File: config.mk
export PLATFORM = sky130hd
export DESIGN_NAME = ex_div_seq
export DESIGN_NICKNAME = d
export VERILOG_FILES = /design/src/rtl/ex_div_seq.sv
export SDC_FILE = /design/constraint.sdc
export NUM_CORES = 1
export LEC_CHECK = 0
export CORE_MARGIN = 3
export CORE_UTILIZATION = 25
export CTS_BUF_LIST = sky130_fd_sc_hd__clkbuf_4 sky130_fd_sc_hd__clkbuf_8
export CTS_CLUSTER_DIAMETER = 100
export DETAILED_ROUTE_END_ITERATION = 16
export PLACE_DENSITY = 0.52
export SLEW_MARGIN = 15
export SYNTH_ARGS = -nofsm -noshare
export SYNTH_HDL_FRONTEND = slang
export SYNTH_SLANG_ARGS = --single-unit
File: constraint.sdc
create_clock -name clk -period 4.1 [get_ports clk]
set_input_delay 0.82 -clock clk [delete_from_list [all_inputs] [get_ports clk]]
set_output_delay 0.82 -clock clk [all_outputs]
set_load 0.1 [all_outputs]
File: src/rtl/ex_div_seq.sv
`timescale 1ns/1ps
// Iterative restoring divider for EX: DIV/DIVU/REM/REMU and W variants, one quotient bit per cycle.
// Latency 65 cycles (64-bit) or 33 (W); optional DIV_EARLY_OUT_EN finishes div-by-zero/overflow in 1.
module ex_div_seq (
    input  logic        clk,
    input  logic        rst_n,
    input  logic        clear,
    input  logic        start,
    input  logic        is_signed,
    input  logic        is_rem,
    input  logic        is_word,
    input  logic [63:0] dividend,
    input  logic [63:0] divisor,
    output logic        stall_req,
    output logic        done,
    output logic [63:0] result
);

    typedef enum logic [1:0] {IDLE, RUN, DONE} state_t;

    state_t      state_q, state_d;
    logic [6:0]  cnt_q, cnt_d;
    logic [63:0] rem_q, rem_d;
    logic [63:0] quo_q, quo_d;
    logic [63:0] dvs_q, dvs_d;
    logic        negq_q, negq_d;
    logic        negr_q, negr_d;
    logic        remop_q, remop_d;
    logic        word_q, word_d;

    logic [63:0] a_ext, b_ext, a_mag, b_mag;
    logic        a_neg, b_neg, div_zero;
    logic        q_msb, ge;
    logic [64:0] rem_sh, diff;
    logic [63:0] q_fix, r_fix, sel;

    always_comb begin
        a_ext    = is_word ? {{32{is_signed & dividend[31]}}, dividend[31:0]} : dividend;
        b_ext    = is_word ? {{32{is_signed & divisor[31]}},  divisor[31:0]}  : divisor;
        a_neg    = is_signed & a_ext[63];
        b_neg    = is_signed & b_ext[63];
        a_mag    = a_neg ? 64'd0 - a_ext : a_ext;
        b_mag    = b_neg ? 64'd0 - b_ext : b_ext;
        div_zero = (b_ext == 64'd0);
    end

`ifdef DIV_EARLY_OUT_EN
    logic ovf;
    assign ovf = is_signed & (b_ext == {64{1'b1}}) &
                 (a_ext == (is_word ? 64'hFFFF_FFFF_8000_0000 : 64'h8000_0000_0000_0000));
`endif

    // 65-bit partial remainder so divisors with bit 63 set still compare correctly
    always_comb begin
        q_msb  = word_q ? quo_q[31] : quo_q[63];
        rem_sh = {rem_q, q_msb};
        diff   = rem_sh - {1'b0, dvs_q};
        ge     = ~diff[64];
    end

    always_comb begin
        state_d = state_q;
        cnt_d   = cnt_q;
        rem_d   = rem_q;
        quo_d   = quo_q;
        dvs_d   = dvs_q;
        negq_d  = negq_q;
        negr_d  = negr_q;
        remop_d = remop_q;
        word_d  = word_q;
        case (state_q)
            IDLE: begin
                if (start && !clear) begin
                    state_d = RUN;
                    cnt_d   = is_word ? 7'd32 : 7'd64;
                    rem_d   = 64'd0;
                    quo_d   = a_mag;
                    dvs_d   = b_mag;
                    // x/0 must give all-ones regardless of dividend sign
                    negq_d  = (a_neg ^ b_neg) & ~div_zero;
                    negr_d  = a_neg;
                    remop_d = is_rem;
                    word_d  = is_word;
`ifdef DIV_EARLY_OUT_EN
                    if (div_zero) begin
                        state_d = DONE;
                        quo_d   = {64{1'b1}};
                        rem_d   = a_mag;
                    end else if (ovf) begin
                        state_d = DONE;
                        quo_d   = a_mag;
                        rem_d   = 64'd0;
                    end
`endif
                end
            end
            RUN: begin
                rem_d = ge ? diff[63:0] : rem_sh[63:0];
                quo_d = {quo_q[62:0], ge};
                cnt_d = cnt_q - 7'd1;
                if (cnt_q == 7'd1) state_d = DONE;
            end
            DONE:    state_d = IDLE;
            default: state_d = IDLE;
        endcase
        if (clear) state_d = IDLE;
    end

    always_ff @(posedge clk or negedge rst_n) begin
        if (!rst_n) begin
            state_q <= IDLE;
            cnt_q   <= 7'd0;
            rem_q   <= 64'd0;
            quo_q   <= 64'd0;
            dvs_q   <= 64'd0;
            negq_q  <= 1'b0;
            negr_q  <= 1'b0;
            remop_q <= 1'b0;
            word_q  <= 1'b0;
        end else begin
            state_q <= state_d;
            cnt_q   <= cnt_d;
            rem_q   <= rem_d;
            quo_q   <= quo_d;
            dvs_q   <= dvs_d;
            negq_q  <= negq_d;
            negr_q  <= negr_d;
            remop_q <= remop_d;
            word_q  <= word_d;
        end
    end

    always_comb begin
        q_fix     = negq_q ? 64'd0 - quo_q : quo_q;
        r_fix     = negr_q ? 64'd0 - rem_q : rem_q;
        sel       = remop_q ? r_fix : q_fix;
        done      = (state_q == DONE);
        result    = 64'd0;
        if (done) result = word_q ? {{32{sel[31]}}, sel[31:0]} : sel;
        stall_req = rst_n & ~clear & (((state_q == IDLE) & start) | (state_q == RUN));
    end

endmodule
Word-level counts from Yosys, hierarchy flattened:

Cells that the tools add are included.

* bits in registers: 205
* latch bits: 0
* bits in writable memories: 0
* memory bits (read-only): 0
* input bits: 135
* output and inout port bits: 66
* word-level logic and storage cells: 64
* memories: 0

* add/subtract/negate cells: 6
* $mul: 0
* divide/modulo/power cells: 0
* magnitude comparators: 0
* eq/ne operators: 6
* shift-type cells: 0
* mux-type cells: 22
* bitwise operators: 13
* reductions and logical operators: 8

Operators by type and width (count)
* $mux W64: 12
* $pmux W64 S2: 2
* $sub A1 B64 Y64 const A: 4
* $sub A65 B64 Y65: 1
* $logic_not A64 Y1: 1
* $mux W7: 2
* $pmux W7 S2: 1
* $and A1 B1 Y1: 8
* $eq A7 B1 Y1 const B: 1
* $sub A7 B1 Y7 const B: 1
* $mux W2: 3
* $ne A3 B3 Y1 const B: 2
* $reduce_and A2 Y1: 3
* $pmux W2 S2: 1
* $not A1 Y1: 3
* $eq A2 B1 Y1 const B: 1
* $eq A2 B2 Y1 const B: 1
* $logic_not A2 Y1: 1
* $ne A2 B2 Y1 const B: 1
* $reduce_bool A2 Y1: 1
* $logic_and A1 B1 Y1: 1
* $logic_not A1 Y1: 1
* $mux W1: 1
* $or A1 B1 Y1: 1
* $xor A1 B1 Y1: 1

Logic depth before layout (Yosys ltp):

Gate-level depths: netlist of the first run.

* depth in word-level cells: 6
* gate-level depth with buffers: 16
* depth with buffers taken out: 13

Worst setup path after synthesis of the first run:

No wires, ideal clock.

* path kind: register -> output
* from: register rem_q[8]
* to: output port result[61]
* arrival time: 5141 ps
* data required time: 3280 ps
* slack: -1861 ps
* cell stages (with the launch flop): 12
* path buffers: 1
* path through: dfrtp_1 -> or4_4 -> or3_1 -> buf_2 -> or4_1 -> or2_2 -> o21ai_0 -> nand2_1 -> a21oi_1 -> nand2_1 -> xnor2_1 -> a221oi_1

* word-level cells in the longest chain between the ends: 5

Ends and longest elaborated chain
* start: declaration: RTL line 23 `logic [63:0] rem_q, rem_d;`
* start signal: assignment: RTL line 123 `rem_q <= rem_d;`
* $sub A1 B64 Y64: RTL line 135 `r_fix = negr_q ? 64'd0 - rem_q : rem_q;`
* $mux W64: RTL line 135
* $mux W64: RTL line 136 `sel = remop_q ? r_fix : q_fix;`
* $mux W64 (2 in series): RTL line 139 `if (done) result = word_q ? {{32{sel[31]}}, sel[31:0]} : sel;`
* end: declaration: RTL line 16 `output logic [63:0] result`

No other way between the ends.

Worst setup path after layout of the first run:

* from: register rem_q[8]
* to: output port result[38]

Same word-level chain as after synthesis.

==> results of run 1 <==
## cells in the final DEF, fill, tap and decap left out, drive strengths merged, types with 70 or more instances in the layout
cell | synthesis | final
dfrtp | 205 | 205
nor2 | 197 | 197
o21ai | 336 | 336
clkdlybuf4s50 | 0 | 132
xor2 | 139 | 139
a21oi | 244 | 244
ha | 70 | 70
nand2 | 276 | 276
buf | 13 | 391
xnor2 | 152 | 152
inv | 105 | 107
## state kept, by name, indices dropped and copies added, names as in the netlist
signal   cells
dvs_q       64
rem_q       64
word_q       1
negr_q       1
cnt_q        7
remop_q      1
state_q      2
negq_q       1
quo_q       64
## metrics by stage
step	hold slack (ps)	cells	instance area [um^2]	worst slack [ps]	setup TNS, ps
3_3_place_gp	463	4017	26000	-385	-7170
6_report	401	4126	28300	-925	-32000
2_1_floorplan	450	2655	20600	-505	-5940
5_1_grt	428	4126	28300	-1060	-39060
3_5_place_dp	470	4017	26000	-379	-7860
4_1_cts	387	4119	27900	-973	-34980
## cell type report
class | count | area share
Timing Repair Buffer | 524 | 0.186
Clock inverter | 9 | 0.00522
Tap cell | 1040 | 0.0460
Sequential cell | 205 | 0.182
Antenna cell | 1 | 0.0000885
Clock buffer | 65 | 0.0303
Inverter | 108 | 0.0145
Multi-Input combinational cell | 2174 | 0.536
## worst max-delay path: cells and delay by family, from the launching register on
| kind | cells | cell delay [ps] |
|---|---|---|
| AND/OR/NAND/NOR | 5 | 2340 |
| AO/OA/AOI/OAI | 3 | 590 |
| flip-flops | 1 | 370 |
| buffers and inverters | 1 | 180 |
| XOR/XNOR | 1 | 110 |
## routing by layer
layer	share of wire	wire length (um)
met1	0.47	38900
met2	0.44	36000
met3	0.073	5960
met4	0.014	1120
met5	0	0
## cell families (layout without fill, tap and decap cells)
family / after synthesis / after routing
AND/OR/NAND/NOR: 840 / 840
multiplexers: 66 / 66
AO/OA/AOI/OAI: 906 / 906
buffers and inverters: 276 / 706
other: 0 / 1
XOR/XNOR: 291 / 291
flip-flops: 205 / 205
adder cells (fa/ha/maj): 71 / 71
## timing repair
| item | 4_1_cts | 5_1_grt |
|---|---|---|
| hold buffers | 0 | 0 |
| gates resized for setup | 130 | 82 |
| cloned | 2 | 0 |
| buffers inserted | 29 | 16 |
| endpoints found under the setup margin | 56 | 116 |
| pin swaps | 81 | 81 |
## power by group through the flow
stage	Clock, mW	Combinational, mW	Sequential [mW]
after global placement	0	12.2	3.66
after CTS	2.67	12.7	3.68
final	2.61	13.1	3.71
after detailed placement	0	12.2	3.66
after global routing	2.76	14.3	3.81
after floorplan	0	7.99	3.55
## how the worst max path moves through the flow
stage / cells after the start / endpoint
6_report: 10 / result[38]
5_1_grt: 13 / result[62]
4_1_cts: 10 / result[38]
3_5_place_dp: 13 / result[36]
3_3_place_gp: 12 / result[62]
2_1_floorplan: 13 / result[62]
==> results by group, run 1 <==
Setup path
  • Critical path's largest stage delay: 550 ps
  • Critical Path RT: 3280 ps
  • Critical Path Sink Type: output port
  • Setup slack, reg-to-reg: 200 ps
  • CP Cell Sequence: or4_4, or3_4, or4_4, or4_4, or4_4, o31ai_4, xnor2_1, a21oi_2, a21oi_4, buf_12
  • Reg2reg path depth: 16
  • Crit start category: flop
  • CP Max Fanout: 3
  • Reg2reg end: rem_q[25]
  • Setup CP Type: reg2out
  • Critical path data arrival time: roughly 4200 ps
  • CP max stage cell: or4_4
  • Worst Setup SP: rem_q[8]
  • Most used cell, CP: or4_4
  • R2R Path Start: word_q

Synth
  • Mux cell area share after synthesis: 0.0336
  • Adder-cell share of the synthesized area: 0.0453
  • Yosys top cell area share: 0.259
  • Seq/Total Area, Yosys: 0.259
  • Area contributors post-synth: dfrtp_1 26%, o21ai_0 8.4%, xnor2_1 6.7%
  • Post-synthesis async set-or-reset flop share: 1.00
  • Syn Inst Count: 2655
  • Syn Nets: roughly 2900
  • Ys Warns: 0
  • Compound-Gate Fraction of Synth Area: 0.276
  • Synth cell count leaders: 334 x o21ai_0, 276 x nand2_1, 244 x a21oi_1
  • Flops & latches, synth: approximately 200
  • Synth Area in XOR/XNOR: 0.129
  • Number of enable flip-flop cells after synthesis: 0
  • Most frequently used flop master after synthesis: dfrtp_1
  • Cell accounting for the most synthesized area: dfrtp_1
  • Simple-gate share of the synthesized area: 0.205
  • Main combinational cell family by area after synthesis: compound AO/OA/AOI/OAI gates
  • Mapped Avg Cell Area: 7.46 um^2
  • Syn Std Cell Area: about 20000 um^2
  • Most frequent cell after synthesis: o21ai_0
  • Synth cell types: slightly above 70

STA
  • Worst slew margin: 0.244
  • Tmin final: between 5000 and 6000 ps
  • RSZ-0062 raised after global routing: yes
  • Worst-Margin Slew: roughly 1100 ps
  • Final Hold Fails: 0
  • Setup violators final: 54
  • F_max: about 200 MHz
  • Final setup margin: -925 ps
  • Pins Over Slew Limit: 0
  • Worst clock skew: 28.0 ps
  • Crit share post-route: 1.23

Routing
  • Average wire per standard cell: 19.9 um
  • Initial drt markers: 1712
  • Post-route DRC: 0
  • Routed Antenna Nets: 0
  • Drt pass-1 iters: 5
  • Via count: 21400
  • Total Wirelength: roughly 82000 um
  • Drt via density: between 5 and 6

Clocking
  • Clock root cell: clkbuf_8
  • Worst-skew pair later-pin latency: approximately 620 ps
  • H-Tree Depth: 2
  • Clk slew on worst S/H paths: roughly 60 ps
  • Clk sinks: between 200 and 250
  • Num CTS Buffers: 41
  • Clock Path Buffers: 3
  • CTS tree: built

Final layout
  • Final net count: between 3000 and 4000
  • Area growth from synthesis to layout: 42.7%
  • Filler Cells Inserted: between 8000 and 9000
  • Area of the multi-input gates: 15100 um^2
  • Layout cells sized above 1: 0.230
  • Post-layout util: 0.362
  • Sequential Area: around 5100 um^2

Power and ir drop
  • Sw frac: 0.489
  • Leak pwr: roughly 12 nW
  • Clk network pwr share: 0.135
  • Pwr/cell area: about 690 nW/um^2
  • Sequential Power Share: 0.191
  • Worst vdd ir: around 0.00027 V
  • Tot Pwr: ~19 mW
  • Comb power frac: 0.674
  • Int Power: between 9 and 10 mW
  • Sw Pwr: 9.49 mW

Global route
  • Global route overflow: 0
  • Global-route wire length before repair: approximately 130000 um
  • Pin count of the biggest net entering global routing: roughly 120
  • Met3 Usage GRT: 0.0396
  • Vias in the first global route: ~21000
  • GRT Max-Usage Layer: met2
  • GR Util met1: 0.277
  • Initial antenna violation count: 1
  • Global Route Usage Sum: 0.193
  • GR Layer Usage met2: 0.298

Die
  • Core area: about 80000 um^2
  • Die Y: between 200 and 300 um
  • Die Span X: 287 um
  • Row count: a little over 100
  • Starting Density: 0.254
  • I/O Pins: approximately 200
  • Die area: 82600 um^2

Run status
  • Status: finished, violations left
  • Violated checks: negative setup slack

Placement
  • Gpl congestion: between 0.9 and 1
  • Final HPWL DP: 64200 um
  • PortBufs: 200

Hold path
  • Worst hold-check path type: in2async

Job
  • Max Cap Viol: 0
(Power assumes the default switching activity.)
==> run 2: changes to the inputs <==
--- a/config.mk
+++ b/config.mk
@@ -6,11 +6,11 @@
 export NUM_CORES = 1
 export LEC_CHECK = 0
 export CORE_MARGIN = 3
-export CORE_UTILIZATION = 25
+export CORE_UTILIZATION = 54
 export CTS_BUF_LIST = sky130_fd_sc_hd__clkbuf_4 sky130_fd_sc_hd__clkbuf_8
 export CTS_CLUSTER_DIAMETER = 100
 export DETAILED_ROUTE_END_ITERATION = 16
-export PLACE_DENSITY = 0.52
+export PLACE_DENSITY = 0.88
 export SLEW_MARGIN = 15
 export SYNTH_ARGS = -nofsm -noshare
 export SYNTH_HDL_FRONTEND = slang
==> run 2 against run 1 <==
- the run still ends with negative setup slack left
- largest power group unchanged
- routed wire length is 4.5% lower
- critical path depth stayed put
- sequential power is 2% higher
- die area is 53% lower
- clock-buffer cell count is 7 lower
- sequential cell count stayed put
- first-iteration DRC count is 60% higher
- global-route usage is 19 points higher
- register-to-register slack worse by 20 ps
- critical endpoint unchanged
- design area is 4.3% lower
==> results by group, run 2 (same netlist as run 1, synthesis figures left out) <==
Run status
  • Violated checks: negative setup slack
  • Status: finished, violations left

Power and ir drop
  • Sw Pwr: approximately 10 mW
  • Sw frac: 0.504
  • Tot Pwr: around 19 mW
  • Leak pwr: around 11 nW
  • Int Power: 9.56 mW
  • Pwr/cell area: just over 700 nW/um^2
  • Sequential Power Share: 0.196
  • Clk network pwr share: 0.119
  • Worst vdd ir: 0.000351 V
  • Comb power frac: 0.686

Die
  • Core area: approximately 36000 um^2
  • Die Y: approximately 200 um
  • Starting Density: 0.553
  • Die Span X: between 150 and 200 um
  • Row count: 69
  • I/O Pins: 201
  • Die area: roughly 40000 um^2

Setup path
  • Setup CP Type: reg2out
  • Crit start category: flop
  • Critical Path Sink Type: output port
  • CP Max Fanout: 3
  • Reg2reg path depth: 15
  • Critical Path RT: around 3300 ps
  • Critical path data arrival time: between 4000 and 5000 ps

STA
  • Pins Over Slew Limit: 0
  • Worst slew margin: 0.365
  • F_max: around 200 MHz
  • RSZ-0062 raised after global routing: yes
  • Worst Hold Margin: 206 ps
  • Crit share post-route: 1.22
  • Final setup margin: -900 ps
  • Worst-Margin Slew: 951 ps
  • Setup violators final: a little over 50
  • Final Hold Fails: 0
  • Tmin final: 5000 ps
  • TNS Setup: -30250 ps
  • Worst clock skew: between 40 and 50 ps

Placement
  • Gpl congestion: 1.00
  • PortBufs: 200
  • Placed inst area: approximately 25000 um^2
  • Inst Count DP: about 3400
  • Final HPWL DP: around 57000 um

Global route
  • Global-route wire length before repair: 121000 um
  • Pin count of the biggest net entering global routing: approximately 120
  • Initial antenna violation count: 0
  • Global Route Usage Sum: 0.382
  • Vias in the first global route: ~22000
  • Global route overflow: 0

Clocking
  • CTS tree: built
  • Clock root cell: clkbuf_8
  • Clk slew on worst S/H paths: 80 ps
  • Clk sinks: a little over 200
  • Worst-skew pair later-pin latency: ~590 ps
  • Hold_buf cts: 0
  • H-Tree Depth: 2
  • Clock Path Buffers: 3
  • Num CTS Buffers: 38

Routing
  • Initial drt markers: 2731
  • Drt pass-1 iters: 6
  • Routed Antenna Nets: 0
  • Via count: about 23000
  • Average wire per standard cell: approximately 22 um
  • Post-route DRC: 0
  • Drt via density: approximately 6.6
  • Total Wirelength: approximately 78000 um

Final layout
  • Fin area: around 27000 um^2
  • Filler Cells Inserted: roughly 2400
  • Layout cells sized above 1: 0.213
  • Biggest registers after layout: dvs_q (64), quo_q (64), rem_q (64)
  • Most frequent cells in the layout: 312 x o21ai_0, 259 x nand2_1, 253 x buf_4
  • Area growth from synthesis to layout: 36.5%
  • Commonest non-fill, non-tap cell in the layout: o21ai_0
  • Final net count: roughly 3200
  • Final non-filler cell total: ~3500
  • Antenna cells: 0

Hold path
  • Worst hold-check path type: in2async

Job
  • Max Cap Viol: 0
==> run 2: power groups by stage <==
stage | Combinational [mW] | Sequential, mW | Clock, mW
after global placement | 11.7 | 3.61 | 0
final | 13.2 | 3.77 | 2.29
after CTS | 12.5 | 3.67 | 2.27
after detailed placement | 12.0 | 3.66 | 0
after floorplan | 7.99 | 3.55 | 0
after global routing | 14.1 | 3.82 | 2.37
==> run 2: area by class of cell <==
class	instances	area, um^2	area share
timing repair buffer	481	4980	0.184
tap	461	577	0.0213
sequential	205	5130	0.190
clock inverter	8	118	0.00435
multi-input combinational	2174	15100	0.558
inverter	108	405	0.0150
clock buffer	58	729	0.0270
==> run 2: worst max-delay path, stage by stage, from the launching register on <==
cell,delay (ps)
dfrtp_1,390
or4_4,540
or3_4,360
or4_4,530
or4_4,450
or4_4,470
o31ai_4,210
xnor2_1,170
a21oi_2,120
a21oi_4,170
buf_12,190
==> run 2: per-stage QoR <==
stage | utilization | setup slack (ps)
6_report | 0.755 | -900
5_1_grt | 0.755 | -976
4_1_cts | 0.746 | -848
3_5_place_dp | 0.701 | -413
3_3_place_gp | 0.701 | -423
2_1_floorplan | - | -505
==> run 2: final timing paths <==
check	slack [ps]	from	to
min	210	rst_n	quo_q[0]
max in group asynchronous	2870	rst_n	rem_q[40]
min in group clk	480	dvs_q[56]	dvs_q[56]
min reg2reg	480	dvs_q[56]	dvs_q[56]
max reg2reg	180	word_q	rem_q[28]
max	-900	rem_q[14]	result[38]
==> run 2: per-layer routing <==
layer | track usage | wire [um]
met5 | 0 | 0
met2 | 0.619 | 35700
met1 | 0.491 | 30100
met4 | 0.195 | 4870
met3 | 0.0698 | 7740
==> run 2: what timing repair did <==
item / in CTS / in global routing
setup endpoints to repair: 55 / 119
gates cloned: 3 / 0
buffers inserted: 19 / 14
gates resized for setup: 122 / 62
pin swaps: 70 / 48
